--- src/rtl/lcd_delay_timer.sv ---
// Tick-based delay timer for the HD44780 sequencer: prescaled countdown with
// retrigger, abort, periodic auto-reload, busy flag and remaining-tick output.
module lcd_delay_timer #(
    parameter int SYSFREQ    = 48_000_000,
    parameter int TICK_HZ    = 1_000_000,
    parameter int COUNT_BITS = 17,
    localparam int DIV_RAW   = SYSFREQ / TICK_HZ,
    localparam int DIV       = (DIV_RAW == 0) ? 1 : DIV_RAW,
    localparam int DIV_BITS  = $clog2(DIV) + 1
) (
    input  logic                  CLK_I,
    input  logic                  RST_I,
    input  logic [COUNT_BITS-1:0] DAT_I,
    input  logic                  start_strobe,
    input  logic                  abort_strobe,
    input  logic                  periodic,
    output logic                  end_strobe,
    output logic                  busy,
    output logic [COUNT_BITS-1:0] count_o
);

    typedef enum logic {IDLE, RUN} state_t;

    localparam logic [DIV_BITS-1:0]   PRESC_LAST = DIV_BITS'(DIV - 1);
    localparam logic [COUNT_BITS-1:0] CNT_ONE    = COUNT_BITS'(1);

    state_t                  state_q, state_d;
    logic [DIV_BITS-1:0]     presc_q, presc_d;
    logic [COUNT_BITS-1:0]   count_q, count_d;
    logic [COUNT_BITS-1:0]   reload_q, reload_d;
    logic                    mode_q, mode_d;
    logic                    end_q, end_d;
    logic                    busy_q, busy_d;

    always_comb begin
        // NOTE: every _d gets a default first so no path leaves it unassigned (no latches).
        state_d  = state_q;
        presc_d  = presc_q;
        count_d  = count_q;
        reload_d = reload_q;
        mode_d   = mode_q;
        busy_d   = busy_q;
        end_d    = 1'b0;

        if (abort_strobe) begin
            state_d = IDLE;
            busy_d  = 1'b0;
            count_d = '0;
            presc_d = '0;
        end else if (start_strobe) begin
            presc_d = '0;
            if (DAT_I == '0) begin
                // Zero delay expires on the start edge itself, even in periodic mode.
                end_d   = 1'b1;
                state_d = IDLE;
                busy_d  = 1'b0;
                count_d = '0;
            end else begin
                state_d  = RUN;
                busy_d   = 1'b1;
                count_d  = DAT_I;
                reload_d = DAT_I;
                mode_d   = periodic;
            end
        end else if (state_q == RUN) begin
            if (presc_q == PRESC_LAST) begin
                presc_d = '0;
                if (count_q == CNT_ONE) begin
                    end_d = 1'b1;
                    if (mode_q) begin
                        count_d = reload_q;
                    end else begin
                        count_d = '0;
                        busy_d  = 1'b0;
                        state_d = IDLE;
                    end
                end else begin
                    count_d = count_q - CNT_ONE;
                end
            end else begin
                presc_d = presc_q + DIV_BITS'(1);
            end
        end
    end

    // NOTE: sequential state uses non-blocking assignments only.
    always_ff @(posedge CLK_I or negedge RST_I) begin
        if (!RST_I) begin
            state_q  <= IDLE;
            presc_q  <= '0;
            count_q  <= '0;
            reload_q <= '0;
            mode_q   <= 1'b0;
            end_q    <= 1'b0;
            busy_q   <= 1'b0;
        end else begin
            state_q  <= state_d;
            presc_q  <= presc_d;
            count_q  <= count_d;
            reload_q <= reload_d;
            mode_q   <= mode_d;
            end_q    <= end_d;
            busy_q   <= busy_d;
        end
    end

    assign end_strobe = end_q;
    assign busy       = busy_q;
    assign count_o    = count_q;

endmodule

--- config.mk ---
export PLATFORM = sky130hd
export DESIGN_NAME = lcd_delay_timer
export DESIGN_NICKNAME = d
export VERILOG_FILES = /design/src/rtl/lcd_delay_timer.sv
export SDC_FILE = /design/constraint.sdc
export NUM_CORES = 1
export LEC_CHECK = 0
export ABC_AREA = 1
export BUFFER_PORTS_ARGS = -buffer_cell sky130_fd_sc_hd__buf_2
export CAP_MARGIN = 40
export CORE_ASPECT_RATIO = 0.8
export CORE_MARGIN = 2
export CORE_UTILIZATION = 40
export CTS_CLUSTER_DIAMETER = 40
export DETAILED_ROUTE_END_ITERATION = 10
export PLACE_DENSITY = 0.68
export SLEW_MARGIN = 5
export SYNTH_ARGS = -nofsm -noshare
export SYNTH_HDL_FRONTEND = slang
export SYNTH_SLANG_ARGS = --single-unit
--- constraint.sdc ---
create_clock -name CLK_I -period 2.5 [get_ports CLK_I]
set_input_delay 0.375 -clock CLK_I [delete_from_list [all_inputs] [get_ports CLK_I]]
set_output_delay 0.375 -clock CLK_I [all_outputs]
set_load 0.005 [all_outputs]
Word level (Yosys, flattened, before mapping)
Cells that the tools add are included.
{"block": "word_totals", "reg_bits": 45, "inputBits": 22, "word_cells": 51}
{"block": "op_classes", "n_addsub": 2, "n_eq_ne": 3, "mux": 30, "n_bitwise": 2, "n_reduce_logical": 7}
{"operator": "$mux W17", "n": 7}
{"operator": "$mux W7", "n": 4}
{"operator": "$mux W1", "n": 19}
{"operator": "$eq A17 B1 Y1 const B", "n": 1}
{"operator": "$logic_not A17 Y1", "n": 1}
{"operator": "$sub A17 B1 Y17 const B", "n": 1}
{"operator": "$reduce_bool A3 Y1", "n": 3}
{"operator": "$add A7 B1 Y7 const B", "n": 1}
{"operator": "$eq A7 B6 Y1 const B", "n": 1}
{"operator": "$reduce_and A4 Y1", "n": 1}
{"operator": "$ne A3 B3 Y1 const B", "n": 1}
{"operator": "$reduce_and A3 Y1", "n": 1}
{"operator": "$not A1 Y1", "n": 2}
{"operator": "$reduce_and A2 Y1", "n": 1}

Logic depth before layout (Yosys ltp)
{"block": "depth", "word_depth": 6, "mapped_depth": 11}

Worst setup path before layout
No wires, ideal clock.
{"block": "synth_timing", "path_kind": "register to register", "from": "reg count_q[1], in the netlist count_o[1]", "to": "reg count_q[16], in the netlist count_o[16]", "setup_ns": 0.116, "arrival_time_ns": 1.401, "slack_ns": 0.982, "stages_incl_launch_ff": 12, "n_path_buf": 0, "period_less_slack_ns": 1.518, "cell_sequence": "dfrtp_1 -> inv_1 -> ha_1 -> nand2_1 -> nor2_8 -> nand3_4 -> clkinv_1 -> nand2_1 -> nand2_1 -> nand2_1 -> nand2_1 -> nand2_1"}
{"block": "synth_via", "elab_chain_cells": 6, "word_cells_on_any_way": 7, "classes_between": "1 x add/sub; 1 x eq/ne; 5 x mux"}
{"item": "start: declaration", "line_no": "29", "text": "logic [COUNT_BITS-1:0] count_q, count_d;"}
{"item": "start signal: assignment", "line_no": "99", "text": "count_q <= count_d;"}
{"item": "$sub A17 B1 Y17 or $eq A17 B1 Y1 (tied branches)", "line_no": "78, 68"}
{"item": "$mux W17 *", "line_no": "68", "text": "if (count_q == CNT_ONE) begin"}
{"item": "$mux W17 *", "line_no": "66", "text": "if (presc_q == PRESC_LAST) begin"}
{"item": "$mux W17 *", "line_no": "65", "text": "end else if (state_q == RUN) begin"}
{"item": "$mux W17 *", "line_no": "50", "text": "end else if (start_strobe) begin"}
{"item": "$mux W17 *", "line_no": "45", "text": "if (abort_strobe) begin"}
Every way passes the cells marked *; elsewhere a longest branch is shown, timed or not. The select of a mux whose other input is x is not followed.
A chain may end at the register's enable or synchronous reset.

Worst setup path in the final report
{"block": "layout_timing", "from": "reg presc_q[0]", "to": "reg count_q[5], in the netlist count_o[5]"}
{"block": "layout_via", "elab_chain_cells": 3}
{"item": "start: declaration", "line_no": "28", "text": "logic [DIV_BITS-1:0] presc_q, presc_d;"}
{"item": "start signal: assignment", "line_no": "98", "text": "presc_q <= presc_d;"}
{"item": "$eq A7 B6 Y1", "line_no": "66"}
{"item": "$reduce_bool A3 Y1 (no source line)"}
{"item": "$reduce_and A2 Y1 (no source line)"}
No other way between the ends.

==> results.sh <==
export IMPL_synthAdderAreaFrac=0.0126
export IMPL_drc=0
export IMPL_synthTopCellsByArea="dfrtp_1 (38%), nand2_1 (24%), nor2_1 (4.9%), nand3_1 (4.7%), inv_1 (3.4%)"
export IMPL_period_minus_slack_ns=1.93
export IMPL_cp_required_ns=2.75
export IMPL_setup_tns_ns=0
export IMPL_path_clk_slew_ns=0.09
export IMPL_seq_area_frac_synth=0.378
export IMPL_globalplace_congestion=0.844
export IMPL_power_density_nw_per_um2=603
export IMPL_slew_limit_headroom=0.619
export IMPL_path_cells="ha_1 > nand2_1 > nor2_4 > nand3_2 > o21ai_4 > inv_4 > nor2_8 > nand3_1 > nand2_1"
export IMPL_synth_cell_types=37
export IMPL_cts_resized=0
export IMPL_synth_top_family_by_area="simple AND/OR/NAND/NOR gates"
export IMPL_clk_latency_ns=0.30
export IMPL_wl_per_cell_um=14.2
export IMPL_antenna_found_initial=0
export IMPL_die_area_um2=8160
export IMPL_yosysWarnings=0
export IMPL_grt_max_degree=25
export IMPL_grt_overflow_total=0
export IMPL_grt_pass1_wl_um=12900
export IMPL_switching_share=0.350
export IMPL_wl_met2_um=3330
export IMPL_die_w_um=100
export IMPL_synth_area_per_cell_um2=6.99
export IMPL_viasPerCell=5.19
export IMPL_synth_cells=426
export IMPL_power_switching_uw=706
export IMPL_wl_um=7860
export IMPL_ctsHtreeMaxLevel=2
export IMPL_cp_end_kind="flop"
export IMPL_core_area_um2=7320
export IMPL_power_uw=2020
export IMPL_drv_slew=0
export IMPL_holdBufCountCts=0
export IMPL_muxShareOfSynthArea=0
export IMPL_reg2reg_slack_ns=0.57
export IMPL_portBuffers=40
export IMPL_cts_made_buffers=5
export IMPL_reg2reg_depth=9
export IMPL_holdWs_ns=0.0584
export IMPL_start_kind="flop"
export IMPL_pwr_share_clk=0.287
export IMPL_dpl_cell_area_um2=3230
export IMPL_rsz0062_at_grt="no"
export IMPL_status="finished, final reports clean"
export IMPL_initial_core_util=0.407
export IMPL_diodes=0
export IMPL_row_count=28
export IMPL_num_vias=2879
export IMPL_drt_initial_drc_count=205
export IMPL_criticalPathCategory="flop to flop"
export IMPL_drv_cap=0
export IMPL_maxUsedRoutingLayer="met4"
export IMPL_wl_met1_um=3870
export IMPL_final_antenna_net_count=0
export IMPL_sequentialPowerShare=0.439
export IMPL_fin_skew_ns=0.00562
export IMPL_synth_main_ff_cell="dfrtp_1"
export IMPL_synth_async_sr_flop_share=1.00
export IMPL_areaGrowthSynthToFinish_pct=12.4
export IMPL_max_freq_mhz=518
export IMPL_boundaryPins=41
export IMPL_r2r_start="presc_q[0]"
export IMPL_cts_root_buf="clkbuf_8"
export IMPL_peakVddDrop_mv=0.281
export IMPL_internal_power_uw=1310
export IMPL_critPathMaxStageDelay_ns=0.44
export IMPL_drive_above_1_share=0.178
export IMPL_synth_seq_cells=45
export IMPL_cpMostUsedCell="nand2_1"
export IMPL_synth_top_area_share=0.378
export IMPL_fin_nets=489
export IMPL_die_h_um=81.2
export IMPL_worstPathArrival_ns=2.18
export IMPL_yosys_area_share_simple=0.477
export IMPL_synth_area_um2=2980
export IMPL_synth_xor_area_frac=0.0176
export IMPL_hold_path_class="input pin to async pin"
export IMPL_cts_sinks=45
export IMPL_slowest_stage="o21ai_4"
export IMPL_cts_setup_buffers=0
export IMPL_r2r_end="count_o[5]"
export IMPL_synth_edf_count=0
export IMPL_worst_pin_slew_ns=0.571
export IMPL_cts_buffer_depth=2
export IMPL_p_leak_uw=0.00178
export IMPL_p_comb_frac=0.274
export IMPL_synth_nets=451
export IMPL_critPathMaxFanout=17
export IMPL_dp_hpwl_um=6070
export IMPL_yosysTopAreaCell="dfrtp_1"
export IMPL_fin_crit_sh=0.773
export IMPL_design_area_um2=3350
export IMPL_yosys_top_cells_count="nand2_1 (188), dfrtp_1 (45), nor2_1 (39)"
export IMPL_setup_viol=0
export IMPL_cts_tree="yes"
export IMPL_synth_compound_area_frac=0.0458
export IMPL_dr_wl_met3_um=538
export IMPL_final_hold_viol_count=0
export IMPL_dr_pass1_iters=5
export IMPL_grt_pass1_vias=2632
export IMPL_yosysMostFrequentCell="nand2_1"
export IMPL_grt_usage=0.204
cell usage in the layout (no fill, tap or decap), types with 4 or more instances in the layout:
master	synthesis	layout
o21ai_0	5	5
nand3b_1	5	5
nor2_4	6	6
a21oi_1	7	7
o21ai_1	5	5
nor2_1	39	39
dfrtp_1	45	45
nand3_1	28	28
nor2_2	7	7
clkbuf_8	0	6
nand2_1	188	188
inv_1	27	27
inv_2	4	4
nand4_1	12	12
buf_2	6	40
xnor2_1	4	4
nand3_2	4	4
logic make-up after synthesis:
kind of cell / Yosys count
DFF: 45
xor gates and xnor gates: 6
adders and majority gates: 3
and+or+nand+nor: 304
AOI/OAI and AO/OA: 23
buffers and inverters: 45
flip-flops by register name, indices dropped and copies added (netlist names):
name	flops
state_q	1
reload_q	17
count_o	17
end_strobe	1
mode_q	1
busy	1
presc_q	7
power groups by stage:
stage                     clock network [uW]  logic, uW  registers, uW
after floorplan                            0        409            872
after global placement                     0        545            896
after detailed placement                   0        552            898
after CTS                                591        555            884
after global routing                     623        630            896
final                                    579        554            886
cell type report:
cell class                      count  area [um2]
Clock buffer                        7        86.3
Clock inverter                      1        30.0
Fill cell                         766        3970
Inverter                           34         130
Multi-Input combinational cell    336        1650
Sequential cell                    45        1130
Tap cell                           90         113
Timing Repair Buffer               42         215
worst max path at each step:
| stage | from | to | slack, ns | cells after the start |
|---|---|---|---|---|
| 6_report | presc_q[0] | count_o[5] | 0.57 | 9 |
| 5_1_grt | presc_q[0] | count_o[0] | 0.46 | 9 |
| 3_5_place_dp | presc_q[0] | count_o[5] | 0.59 | 9 |
| 2_1_floorplan | count_o[1] | count_o[16] | 0.98 | 11 |
| 4_1_cts | presc_q[0] | count_o[5] | 0.58 | 9 |
| 3_3_place_gp | presc_q[0] | count_o[3] | 0.62 | 9 |
layer usage:
layer	vias to the layer above	GRT usage
met5	-	0
met4	0	0.0630
met3	11	0.0301
met2	108	0.310
met1	1337	0.300
li1	1423	-
worst max-delay path: cells and delay by family (launching register included):
family / cells / cell delay (ns)
DFF: 1 / 0.39
and+or+nand+nor: 6 / 0.67
AOI/OAI and AO/OA: 1 / 0.44
adders and majority gates: 1 / 0.18
buffers and inverters: 1 / 0.20
metrics by stage:
step / setup WS, ns / instances / util
detailed placement: 0.592 / 547 / 0.441
floorplan: 0.982 / 426 / -
global placement: 0.616 / 547 / 0.441
global route: 0.464 / 555 / 0.457
CTS: 0.578 / 555 / 0.457
finish: 0.569 / 555 / 0.457
Power figures use the tool's default switching activity.
